## src/rtl/shift_capture.sv

```systemverilog
// Serial-entry capture: each short press/release shifts data_i into a word,
// full words are published with a one-cycle pulse, long holds clear the register.
module shift_capture #(
    parameter int unsigned WIDTH    = 8,
    parameter int unsigned HOLD_CYC = 1000
) (
    input  logic                       clk,
    input  logic                       rst,
    input  logic                       c,
    input  logic                       sw_o,
    input  logic                       data_i,
    output logic [WIDTH-1:0]           shift_o,
    output logic [$clog2(WIDTH)-1:0]   bit_cnt,
    output logic [WIDTH-1:0]           word_o,
    output logic                       word_valid,
    output logic                       clr_pulse,
    output logic                       held_o
);

    localparam int unsigned CW = $clog2(WIDTH);
    localparam int unsigned HW = $clog2(HOLD_CYC + 1);

    localparam logic [2:0] IDLE   = 3'd0;
    localparam logic [2:0] PEND_P = 3'd1;
    localparam logic [2:0] HELD   = 3'd2;
    localparam logic [2:0] PEND_R = 3'd3;
    localparam logic [2:0] SKIP_R = 3'd4;

    logic [2:0]       state, state_nxt;
    logic [HW-1:0]    hold_cnt, hold_nxt;
    logic [WIDTH-1:0] shift_nxt, word_nxt;
    logic [CW-1:0]    cnt_nxt;
    logic             wv_nxt, clr_nxt, held_nxt;

    // State and registered outputs
    always_ff @(posedge clk or negedge rst) begin
        if (!rst) begin
            state      <= IDLE;
            hold_cnt   <= '0;
            shift_o    <= '0;
            bit_cnt    <= '0;
            word_o     <= '0;
            word_valid <= 1'b0;
            clr_pulse  <= 1'b0;
            held_o     <= 1'b0;
        end else begin
            state      <= state_nxt;
            hold_cnt   <= hold_nxt;
            shift_o    <= shift_nxt;
            bit_cnt    <= cnt_nxt;
            word_o     <= word_nxt;
            word_valid <= wv_nxt;
            clr_pulse  <= clr_nxt;
            held_o     <= held_nxt;
        end
    end

    // Press/release tracking; the action fires only on PEND_R -> IDLE
    always_comb begin
        state_nxt = state;
        hold_nxt  = hold_cnt;
        shift_nxt = shift_o;
        cnt_nxt   = bit_cnt;
        word_nxt  = word_o;
        wv_nxt    = 1'b0;
        clr_nxt   = 1'b0;

        case (state)
            IDLE: begin
                if (c) begin
                    state_nxt = sw_o ? SKIP_R : PEND_P;
                end
            end
            PEND_P: begin
                if (!c) begin
                    if (sw_o) begin
                        state_nxt = HELD;
                        hold_nxt  = '0;
                    end else begin
                        state_nxt = IDLE;
                    end
                end
            end
            HELD: begin
                if (hold_cnt < HW'(HOLD_CYC)) begin
                    hold_nxt = hold_cnt + HW'(1);
                end
                if (c && sw_o) begin
                    state_nxt = PEND_R;
                end
            end
            PEND_R: begin
                if (!c) begin
                    if (sw_o) begin
                        state_nxt = HELD;
                    end else begin
                        state_nxt = IDLE;
                        if (hold_cnt >= HW'(HOLD_CYC)) begin
                            shift_nxt = '0;
                            cnt_nxt   = '0;
                            clr_nxt   = 1'b1;
                        end else begin
                            shift_nxt = {shift_o[WIDTH-2:0], data_i};
                            if (bit_cnt == CW'(WIDTH - 1)) begin
                                word_nxt = {shift_o[WIDTH-2:0], data_i};
                                wv_nxt   = 1'b1;
                                cnt_nxt  = '0;
                            end else begin
                                cnt_nxt = bit_cnt + CW'(1);
                            end
                        end
                    end
                end
            end
            SKIP_R: begin
                if (!c) begin
                    state_nxt = IDLE;
                end
            end
            default: state_nxt = IDLE;
        endcase

        held_nxt = (state_nxt == HELD) || (state_nxt == PEND_R);
    end

endmodule
```

## config.mk

```make
export PLATFORM = sky130hd
export DESIGN_NAME = shift_capture
export DESIGN_NICKNAME = d
export VERILOG_FILES = /design/src/rtl/shift_capture.sv
export SDC_FILE = /design/constraint.sdc
export NUM_CORES = 1
export LEC_CHECK = 0
export BUFFER_PORTS_ARGS = -buffer_cell sky130_fd_sc_hd__buf_2
export CAP_MARGIN = 20
export CORE_ASPECT_RATIO = 0.9
export CORE_MARGIN = 1.5
export CORE_UTILIZATION = 35
export DETAILED_ROUTE_END_ITERATION = 10
export PLACE_DENSITY = 0.63
export SLEW_MARGIN = 20
export SYNTH_ARGS = -nofsm -noshare
export SYNTH_HDL_FRONTEND = slang
export SYNTH_SLANG_ARGS = --single-unit
```

## constraint.sdc

```tcl
create_clock -name clk -period 2.1 [get_ports clk]
set_input_delay 0.42 -clock clk [delete_from_list [all_inputs] [get_ports clk]]
set_output_delay 0.42 -clock clk [all_outputs]
set_load 0.02 [all_outputs]
```

==> results.toml <==
[job]
maxCapViolations = 0

[setup_path]
ff2ff_setup_slack_ns = 0.35
crit_path_start_kind = "register"
crit_required_ns = 2.31
path_max_fanout = 8
critical_path_arrival_ns = 1.96
worst-setup-path-type = "register to register"
cp-end-kind = "register"

[yosys]
async_flop_share = 1.00
synthXorXnorAreaFrac = 0.00572
synth_area_um2 = 1530
synth_edf_count = 0
synth_top_family_by_area = "compound AO/OA/AOI/OAI gates"
synth_fa_ha_area_frac = 0.0327
synthDistinctLibCells = 34
synthSimpleGateAreaFrac = 0.127
synth_area_per_cell_um2 = 12.1
syn_inst = 126
yosys_warnings = 0
synth_compound_area_frac = 0.164
ys.flop_type = "dfrtp_1"
syn-num-nets = 135
muxShareOfSynthArea = 0.0728
yosysSeqAreaShare = 0.572
yosys_register_bits = 35

[clocking]
cts.reportedPaths.clkPinSlew_ns = 0.07
cts_max_level = 2
clk_path_buf_depth = 2
ctsResizeCount = 0
cts_setup_buffers = 0
cts_made_buffers = 5
cts-hold-fix-buffers = 0
cts_tree = "built"
clkLatencyLatePin_ns = 0.28
cts.sinks = 35
root_buffer = "clkbuf_8"

[sta]
period_needed_ns = 1.75
max_slew_margin = 0.484
whs_ns = 0.204
setup_viol_count_final = 0
rsz0062_at_grt = "false"
worstMarginPinSlew_ns = 0.774
final.period_utilization = 0.834
worst_clock_skew_ns = 0.00563
hold_viol = 0
report.final.slew_viol_count = 0
final.setup.tns_ns = 0
fmax_ghz = 0.571

[floorplanning]
rows = 22
initial_utilization = 0.371
die_height_um = 65.7
die_w_um = 72.7
die_area_um2 = 4780
io_pins = 27
core-area_um2 = 4130

[final_layout]
final_common_cell = "dfrtp_1"
areaGrowthSynthToFinish_pct = 17.3
finalInstanceArea_um2 = 1800
final_nets = 166
diodes = 0
final_cell_mix = "35 x dfrtp_1, 26 x buf_2, 11 x a22o_1"
drive_above_1_share = 0.310

[detailed_routing]
detail-route-antenna-nets = 0
vias = 1115
totalWireLength_mm = 3.02
drc = 0
wl_per_cell_um = 14.6
dr.pass1.iters = 4
first_iter_violations = 85
viasPerCell = 5.41

[run_status]
outcome = "completed"

[grt]
antenna_found_initial = 0
grt_pass1_vias = 1037
grt_overflow_total = 0
track_usage = 0.141
grt_max_degree = 36
grt_first_pass_wirelength_mm = 4.99

[power]
peakVddDrop_mv = 0.317
p_per_area_nw_per_um2 = 1060
p_leak_nw = 0.910

[min_path]
hold_class = "input pin to async pin"

[place]
place_area_um2 = 1710
hpwl_mm = 2.10
place.gp.congestion = 0.845
numPortBuffers = 26
[cell type report]
| class | instances | area, um2 |
|---|---|---|
| clock inverter | 2 | 12.5 |
| timing repair buffer | 28 | 145 |
| clock buffer | 6 | 72.6 |
| tap | 48 | 60.1 |
| sequential | 35 | 876 |
| inverter | 4 | 15.0 |
| fill | 411 | 2330 |
| multi-input combinational | 83 | 614 |
[critical path, cell delays in order (launching register included)]
cell      delay [ns]
dfrtp_1         0.47
nor3b_4         0.41
o21ai_2         0.17
or4_1           0.49
a21boi_1        0.14
[sequential cells by signal, indices dropped and copies added, names as in the netlist]
| register | flops |
|---|---|
| shift_o | 8 |
| word_o | 8 |
| state | 3 |
| bit_cnt | 3 |
| word_valid | 1 |
| held_o | 1 |
| hold_cnt | 10 |
| clr_pulse | 1 |
[final timing paths]
check,start,to,cells past startpoint
setup / recovery,state[2]$_DFF_PN0_,hold_cnt[7]$_DFFE_PN0P_,4
hold / removal,rst,hold_cnt[8]$_DFFE_PN0P_,1
setup reg to reg,state[2]$_DFF_PN0_,hold_cnt[7]$_DFFE_PN0P_,4
hold reg to reg,hold_cnt[9]$_DFFE_PN0P_,hold_cnt[9]$_DFFE_PN0P_,1
max in group asynchronous,rst,state[1]$_DFF_PN0_,1
min in group clk,data_i,shift_o[0]$_DFFE_PN0P_,2
[cells by family after synthesis]
logic type	after synthesis
fa+ha+maj	4
buf+inv	8
mux	10
xor+xnor	1
flops	35
compound gates	33
simple gates	35
[report_power, final]
part | internal [mW] | total [mW] | switching, mW
clock | 0.231 | 0.469 | 0.237
combinational | 0.200 | 0.476 | 0.276
sequential | 0.803 | 0.954 | 0.151
total | 1.23 | 1.90 | 0.664
[synthesized netlist by cell type (all sizes together), types with 3 or more instances]
master	count	area, um2
o21a	3	22.5
mux2	9	101
nor2	9	33.8
a21oi	3	15.0
o21ai	6	33.8
inv	4	15.0
nand3	6	30.0
a41oi	5	43.8
ha	4	50.1
nand2	7	28.8
buf	3	21.3
a22o	11	96.3
dfrtp	35	876
[per-layer routing]
metal,track usage,share of wire,vias to the layer above
li1,-,-,524
met1,0.178,0.46,554
met2,0.220,0.48,30
met3,0.0368,0.037,7
met4,0.0778,0.026,0
met5,0,0,-
[through the flow]
| stage | util | power, mW | cells | setup WS (ns) |
|---|---|---|---|---|
| after floorplan | - | 1.28 | 126 | 0.507 |
| after global placement | 0.414 | 1.41 | 198 | 0.382 |
| after detailed placement | 0.414 | 1.43 | 198 | 0.374 |
| after CTS | 0.435 | 1.91 | 206 | 0.349 |
| after global routing | 0.435 | 2.03 | 206 | 0.180 |
| final | 0.435 | 1.90 | 206 | 0.349 |
No activity file was read; power rests on OpenSTA's default activity.
